`src/rtl/mac_wave_sequencer.sv`:
```
// Bit-serial weight sequencer: feeds a MAC one weight-magnitude column per cycle, MSB first.
// Latency: out_valid in cycle NCOL+3 after accept (CLEAR, LOAD, NCOL x COMPUTE); fewer with WAVE_ZERO_SKIP_EN.
// Backpressure: one job in flight; in_ready only in IDLE, result held in DONE until out_ready.
module mac_wave_sequencer #(
  parameter int DATA_WIDTH = 8,
  parameter int VEC_LENGTH = 16
) (
  input  logic                                       clk,
  input  logic                                       reset,
  input  logic                                       in_valid,
  output logic                                       in_ready,
  input  logic signed [VEC_LENGTH-1:0][DATA_WIDTH-1:0] act_i,
  input  logic        [VEC_LENGTH-1:0][DATA_WIDTH-1:0] weight_i,
  output logic signed [VEC_LENGTH-1:0][DATA_WIDTH-1:0] act_o,
  output logic        [VEC_LENGTH-1:0]               sign,
  output logic        [VEC_LENGTH-1:0]               w_bit,
  output logic        [2:0]                          column_idx,
  output logic                                       mac_en,
  output logic                                       mac_clr,
  output logic                                       out_valid,
  input  logic                                       out_ready,
  output logic                                       busy
);

  localparam int NCOL = DATA_WIDTH - 1;
  localparam int CW   = (DATA_WIDTH > 2) ? $clog2(DATA_WIDTH) : 1;

  typedef enum logic [2:0] {
    S_IDLE,
    S_CLEAR,
    S_LOAD,
    S_COMPUTE,
    S_DONE
  } state_t;

  state_t                              state_q, state_d;
  logic [VEC_LENGTH-1:0][DATA_WIDTH-1:0] act_q, wgt_q;
  logic [CW-1:0]                       col_q, col_d;
  logic                                first_vld, next_vld;
  logic [CW-1:0]                       first_col, next_col;

`ifdef WAVE_ZERO_SKIP_EN
  logic [NCOL-1:0] col_any;

  always_comb begin
    col_any = '0;
    for (int c = 0; c < NCOL; c++) begin
      for (int j = 0; j < VEC_LENGTH; j++) begin
        col_any[c] = col_any[c] | wgt_q[j][c];
      end
    end
  end

  // Highest non-zero column overall, and highest non-zero column below the current one.
  always_comb begin
    first_vld = 1'b0;
    first_col = '0;
    next_vld  = 1'b0;
    next_col  = '0;
    for (int c = 0; c < NCOL; c++) begin
      if (col_any[c]) begin
        first_vld = 1'b1;
        first_col = CW'(c);
        if (CW'(c) < col_q) begin
          next_vld = 1'b1;
          next_col = CW'(c);
        end
      end
    end
  end
`else
  always_comb begin
    first_vld = 1'b1;
    first_col = CW'(NCOL - 1);
    next_vld  = (col_q != '0);
    next_col  = col_q - 1'b1;
  end
`endif

  always_ff @(posedge clk or negedge reset) begin
    if (!reset) begin
      state_q <= S_IDLE;
      col_q   <= '0;
      act_q   <= '0;
      wgt_q   <= '0;
    end else begin
      state_q <= state_d;
      col_q   <= col_d;
      if (state_q == S_IDLE && in_valid) begin
        act_q <= act_i;
        wgt_q <= weight_i;
      end
    end
  end

  always_comb begin
    state_d = state_q;
    col_d   = col_q;
    case (state_q)
      S_IDLE:  if (in_valid) state_d = S_CLEAR;
      S_CLEAR: state_d = S_LOAD;
      S_LOAD: begin
        if (first_vld) begin
          state_d = S_COMPUTE;
          col_d   = first_col;
        end else begin
          state_d = S_DONE;
        end
      end
      S_COMPUTE: begin
        if (next_vld) col_d = next_col;
        else          state_d = S_DONE;
      end
      S_DONE:  if (out_ready) state_d = S_IDLE;
      default: state_d = S_IDLE;
    endcase
  end

  // reset gates in_ready so nothing is advertised while the block is held in reset
  assign in_ready   = (state_q == S_IDLE) && reset;
  assign busy       = (state_q != S_IDLE);
  assign mac_clr    = (state_q == S_CLEAR);
  assign mac_en     = (state_q == S_COMPUTE);
  assign out_valid  = (state_q == S_DONE);
  assign column_idx = mac_en ? 3'(col_q) : 3'd0;
  assign act_o      = act_q;

  always_comb begin
    sign  = '0;
    w_bit = '0;
    for (int j = 0; j < VEC_LENGTH; j++) begin
      sign[j]  = wgt_q[j][DATA_WIDTH-1];
      w_bit[j] = mac_en ? wgt_q[j][col_q] : 1'b0;
    end
  end

endmodule

```
`config.mk`:
```
export PLATFORM = sky130hd
export DESIGN_NAME = mac_wave_sequencer
export DESIGN_NICKNAME = d
export VERILOG_FILES = /design/src/rtl/mac_wave_sequencer.sv
export SDC_FILE = /design/constraint.sdc
export NUM_CORES = 1
export LEC_CHECK = 0
export BUFFER_PORTS_ARGS = -buffer_cell sky130_fd_sc_hd__buf_2
export CORE_AREA = 3 3 165 167
export DETAILED_ROUTE_END_ITERATION = 12
export DIE_AREA = 0 0 168 170
export GPL_TIMING_DRIVEN = 0
export PLACE_DENSITY_LB_ADDON = 0.05
export SYNTH_ARGS = -nofsm -noshare
export SYNTH_HDL_FRONTEND = slang
export SYNTH_SLANG_ARGS = --single-unit
```
`constraint.sdc`:
```
create_clock -name clk -period 2.19 [get_ports clk]
set_input_delay 0.1095 -clock clk [delete_from_list [all_inputs] [get_ports clk]]
set_output_delay 0.1095 -clock clk [all_outputs]
set_load 0.01 [all_outputs]
```
* Yosys cells after proc, flatten, opt, wreduce, memory -nomap -nowiden *
Cells that the tools add are included.

word-level totals
  flip-flop bits (word level) = 262
  latch bits = 0
  memory bits (writable) = 0
  memory bits (read-only) = 0
  bits of input ports = 260
  output and inout port bits = 168
  word-level logic and storage cells = 107
  memories = 0

cells by class
  add/sub/neg operators = 1
  $mul = 0
  div/mod/pow operators = 0
  order comparisons = 1
  equal/unequal tests = 8
  shift-type cells = 0
  muxes and demuxes = 55
  bitwise logic cells = 0
  reductions and logical operators = 8

operators by type and width
  cell                                                        number
  binary-select mux 1 bit (select 3 bit)                      16
  2-to-1 mux 1 bit                                            32
  2-to-1 mux 3 bit                                            5
  one-hot mux 3 bit (5 select lines)                          1
  == test 3 x 2 -> 1 bit, second input constant               2
  one-hot mux 3 bit (2 select lines)                          1
  nonzero test 3 bit                                          2
  less-than comparator 3 x 4 -> 1 bit, second input constant  1
  inequality test 2 x 1 -> 1 bit, second input constant       2
  inequality test 2 bit, second input constant                2
  == test 3 x 1 -> 1 bit, second input constant               1
  == test 3 bit, second input constant                        1
  logical NOT 3 bit                                           1
  AND reduction 3 bit                                         1
  subtractor 3 x 1 -> 3 bit, second input constant            1
  logical AND 1 bit                                           2
  AND reduction 2 bit                                         1
  nonzero test 2 bit                                          1

* Depth between registers and ports, before layout *
  depth in word-level cells = 3
  gate-level depth with buffers = 7
  mapped depth without buffers = 5

* Least setup slack after synthesis *
Ideal clock, no wire load.

  path type = register -> register
  start = register col_q[1]
  end = register col_q[0]
  setup time = 120 ps
  arrival = 1,615 ps
  data required time = 2,070 ps
  path slack = 455 ps
  cell stages (with the launch flop) = 8
  path buffers = 2
  clock period less this slack = 1,735 ps
  path through = dfrtp_1 -> clkbuf_1 -> clkbuf_1 -> inv_1 -> ha_1 -> nand3b_1 -> a21oi_1 -> a31o_2

between the ends
  word-level cells in the longest chain between the ends = 3

RTL lines
  what                                      RTL line  source
  start: declaration                        38        logic [CW-1:0] col_q, col_d;
  start signal: assignment                  88        col_q <= col_d;
  nonzero test 3 bit                        75        next_vld = (col_q != '0);
  inequality test 2 x 1 -> 1 bit (no line)  --
  AND reduction 2 bit (no line)             --

Every way passes these cells.
A chain may end at the register's enable or synchronous reset.

* Worst setup path in the final report *
  start = register col_q[0]
  end = output w_bit[12]

between the ends
  word-level cells in the longest chain between the ends = 3

RTL lines
  what                                    RTL line  source
  binary-select mux 1 bit (select 3 bit)  133       w_bit[j] = mac_en ? wgt_q[j][col_q] : 1'b0;
  2-to-1 mux 1 bit (not written as such)  133
  2-to-1 mux 1 bit                        133
  end: declaration                        16        output logic [VEC_LENGTH-1:0] w_bit,

Every way passes these cells. The select of a mux whose other input is x is not followed.

==> flow_summary.rst <==
.. list-table::
   :header-rows: 1

   * - Metric
     - Value
   * - Switching share of total power
     - 0.314
   * - Placed inst area
     - about 14000 sq um
   * - Category of the worst setup path launch point
     - register
   * - Mean post-synth cell area
     - around 17 sq um
   * - Reg clk slew, reported paths
     - about 60 ps
   * - Number of iterations in the first detailed-routing pass
     - 4
   * - Max cap viols
     - 0
   * - FF+latch count, synth
     - 262
   * - # H-tree levels
     - 1
   * - Minimum setup slack in the final design
     - -25.5 ps
   * - Net Sw Power
     - between 7 and 8 mW
   * - Setup repair after global routing missed its margin
     - yes
   * - DRC violations left
     - 0
   * - Fin Setup TNS
     - -74.6 ps
   * - Cells after DPL
     - about 1400
   * - Power density over cell area
     - about 1300 nW/um^2
   * - Nets
     - 1650
   * - Failing checks
     - setup timing
   * - Number of ports placed on the die boundary
     - 428
   * - Wire length of the first global-routing pass
     - between 50000 and 60000 microns
   * - Peak VDD IR
     - 0.000924 V
   * - Net Count, Synth
     - 921
   * - Arrival time at the worst endpoint
     - around 2100 ps
   * - Area growth from synthesis to layout
     - 59.7%
   * - Via density per instance
     - between 4 and 5
   * - Routed wire length
     - between 30000 and 40000 microns
   * - Slowest Stage Delay on Critical Path
     - approximately 520 ps
   * - Share of post-route cells with drive strength above 1
     - 0.424
   * - Number of sinks handled by clock tree synthesis
     - between 200 and 300
   * - Buffer cell driving the clock tree root
     - sky130_fd_sc_hd__clkbuf_16
   * - Final Hold Slack
     - around 40 ps
   * - Number of antenna violations at the first check in global routing
     - 2
   * - Most common cell on crit path
     - sky130_fd_sc_hd__buf_12
   * - Number of nets still failing antenna checks after routing
     - 0
   * - Maximum clock rate
     - 451 MHz
   * - Number of failing setup endpoints in the final timing report
     - 6
   * - Number of violations reported at the end of detailed-routing iteration 0
     - 246
   * - Classification of the worst-slack hold path
     - input port to async pin
   * - Total power draw
     - between 20 and 25 mW
   * - Power share of the combinational group
     - 0.390
   * - Transition time of the tightest slew-check pin
     - approximately 600 ps
   * - Post-route standard cell area excluding fillers
     - 17500 sq um
   * - Total vias in the final route
     - between 8000 and 9000
   * - Share of the clock period used by the worst path
     - 1.01
   * - Final min period
     - approximately 2200 ps
   * - Max clock buf depth
     - 3
   * - Distinct cell type count after synthesis
     - 27
   * - Number of max-slew violations in the final report
     - 0
   * - Vias in the first global route
     - around 9500
   * - Post-route non-filler standard cell count
     - between 1500 and 2000
   * - Number of synthesis warnings
     - 0
   * - TritonCTS clock tree
     - yes
   * - Data required time of the worst path
     - 2080 ps
   * - Core Area
     - 25900 sq um
   * - Horizontal extent of the die
     - 168 microns
   * - Die Y
     - approximately 170 microns
   * - Initial core utilization
     - 0.423
   * - Last weighted congestion value of the routability-driven placer
     - between 0.7 and 0.8
   * - Count of endpoints failing hold in the final timing report
     - 0
   * - Worst-path cell with the longest stage delay
     - sky130_fd_sc_hd__mux4_2
   * - Worst slew margin
     - 0.609
   * - Maximum number of pins on one net before global-route repair
     - 117
   * - Leak Pwr
     - 8.31 nW
   * - Share of power burned in the clock network
     - 0.234
   * - Fraction of the yosys area taken by sequential cells
     - 0.599
   * - Cell internal power dissipation
     - around 16 mW
   * - Cell area after synthesis
     - between 10000 and 15000 sq um
   * - Worst slack, placed
     - -290 ps
   * - Clock latency at the later pin of the worst-skew pair
     - around 550 ps
   * - Startpoint-to-endpoint class of the critical path
     - register to output port
   * - Cell-by-cell listing of the critical path
     - buf_12 > buf_12 > mux4_2 > a22o_1 > buf_6
   * - Clock buffer count from CTS
     - 30
   * - Total routing usage reported by global routing
     - 0.227
   * - Std cell rows
     - a little under 60
   * - Floorplan die area
     - 28600 sq um
   * - Result of the run
     - finished, violations left
   * - Sort of element at the end of the critical path
     - output port
   * - Worst Clk Skew
     - around 17 ps
   * - Sequential share of power
     - 0.377
   * - Final core occ
     - 0.675
   * - IO Port Bufs
     - about 430
   * - Gate Count Post-Synth
     - 659
   * - Commonest non-fill, non-tap cell in the layout
     - sky130_fd_sc_hd__buf_2
   * - Average routed wire per standard cell
     - 18.9 microns
   * - Leftover overflow at the end of global routing
     - 0
   * - Commonest non-fill, non-tap cells in the layout
     - 423 x sky130_fd_sc_hd__buf_2, 260 x sky130_fd_sc_hd__dfrtp_1, 259 x sky130_fd_sc_hd__dlygate4sd3_1, 240 x sky130_fd_sc_hd__mux2_1, 40 x sky130_fd_sc_hd__buf_4
   * - Detailed placement HPWL
     - approximately 22000 microns
   * - Max FO, Critical Path
     - 8
## routing by layer
| layer | GRT usage | vias up | wire [microns] | share of wire |
|---|---|---|---|---|
| li1 | - | 3847 | - | - |
| met1 | 0.267 | 4115 | 12600 | 0.38 |
| met2 | 0.416 | 280 | 17400 | 0.53 |
| met3 | 0.0555 | 57 | 2180 | 0.066 |
| met4 | 0.0619 | 0 | 877 | 0.027 |
| met5 | 0 | - | 0 | 0 |
## sequential cells by signal (all words and copies together) (netlist names)
signal	flops
act_o	128
state_q	3
sign	16
col_q	3
wgt_q	112
## area by class of cell
| type | instances | area (sq um) |
|---|---|---|
| repair buffers | 700 | 4960 |
| flip-flops and latches | 262 | 6560 |
| well taps | 335 | 419 |
| diodes | 2 | 5.00 |
| inverters | 6 | 22.5 |
| fillers | 1897 | 8410 |
| clock buffers | 42 | 867 |
| clock inverters | 11 | 189 |
| multi-input cells | 334 | 3950 |
| plain buffers | 54 | 519 |
## power by group through the flow
| stage | logic [mW] | clock network (mW) | registers (mW) |
|---|---|---|---|
| floorplan | 4.14 | 0 | 8.85 |
| global placement | 7.79 | 0 | 8.41 |
| detailed placement | 7.91 | 0 | 8.48 |
| CTS | 8.72 | 5.43 | 8.49 |
| global route | 9.52 | 5.64 | 8.84 |
| finish | 8.81 | 5.28 | 8.52 |
## worst max-delay path, delay by kind of cell, from the launching register on
family / cells / cell delay [ps]
multiplexers: 1 / 520
AO/OA/AOI/OAI: 1 / 240
flip-flops: 1 / 380
buffers and inverters: 3 / 440
## synthesized netlist by cell type
library cell | count | area (sq um)
sky130_fd_sc_hd__mux2_1 | 240 | 2700
sky130_fd_sc_hd__ha_1 | 2 | 25.0
sky130_fd_sc_hd__a211oi_1 | 1 | 7.51
sky130_fd_sc_hd__inv_1 | 6 | 22.5
sky130_fd_sc_hd__mux4_2 | 32 | 721
sky130_fd_sc_hd__a31o_2 | 1 | 8.76
sky130_fd_sc_hd__a31oi_1 | 1 | 6.26
sky130_fd_sc_hd__nor3b_2 | 1 | 12.5
sky130_fd_sc_hd__and3_1 | 1 | 6.26
sky130_fd_sc_hd__a21oi_1 | 3 | 15.0
sky130_fd_sc_hd__or3_1 | 1 | 6.26
sky130_fd_sc_hd__nand2_1 | 2 | 7.51
sky130_fd_sc_hd__o22ai_1 | 1 | 6.26
sky130_fd_sc_hd__nand2b_1 | 2 | 12.5
sky130_fd_sc_hd__nand3b_1 | 1 | 7.51
sky130_fd_sc_hd__a22o_1 | 17 | 149
sky130_fd_sc_hd__nor3_1 | 3 | 15.0
sky130_fd_sc_hd__nor3_2 | 1 | 10.0
sky130_fd_sc_hd__dfrtp_1 | 262 | 6560
sky130_fd_sc_hd__clkbuf_1 | 5 | 18.8
sky130_fd_sc_hd__nor2b_1 | 2 | 12.5
sky130_fd_sc_hd__buf_2 | 8 | 40.0
sky130_fd_sc_hd__mux2_2 | 16 | 180
sky130_fd_sc_hd__o31ai_1 | 1 | 7.51
sky130_fd_sc_hd__buf_4 | 31 | 233
sky130_fd_sc_hd__nor2_1 | 5 | 18.8
sky130_fd_sc_hd__buf_6 | 13 | 146
## final timing paths
path / cells past startpoint / slack (ps) / startpoint / to
max: 5 / -30 / col_q[0] / w_bit[12]
min: 2 / 40 / reset / sign[3]
max reg2reg: 6 / 200 / state_q[1] / wgt_q[62]
min reg2reg: 1 / 480 / act_o[81] / act_o[81]
max in group asynchronous: 3 / 1230 / reset / act_o[116]
min in group clk: 3 / 310 / act_i[78] / act_o[78]
## cell families after synthesis
| family | share of synthesized area |
|---|---|
| mux | 0.329 |
| flops | 0.599 |
| fa+ha+maj | 0.00228 |
| compound gates | 0.0183 |
| buf+inv | 0.0420 |
| simple gates | 0.00994 |
## repair_timing
item,CTS,global route
pin swaps,5,10
endpoints found under the hold margin,520,0
hold buffers,259,0
endpoints found under the setup margin,25,16
gates cloned,2,2
buffers inserted,5,3
gates resized for setup,41,3
No activity file was read; power rests on OpenSTA's default activity.
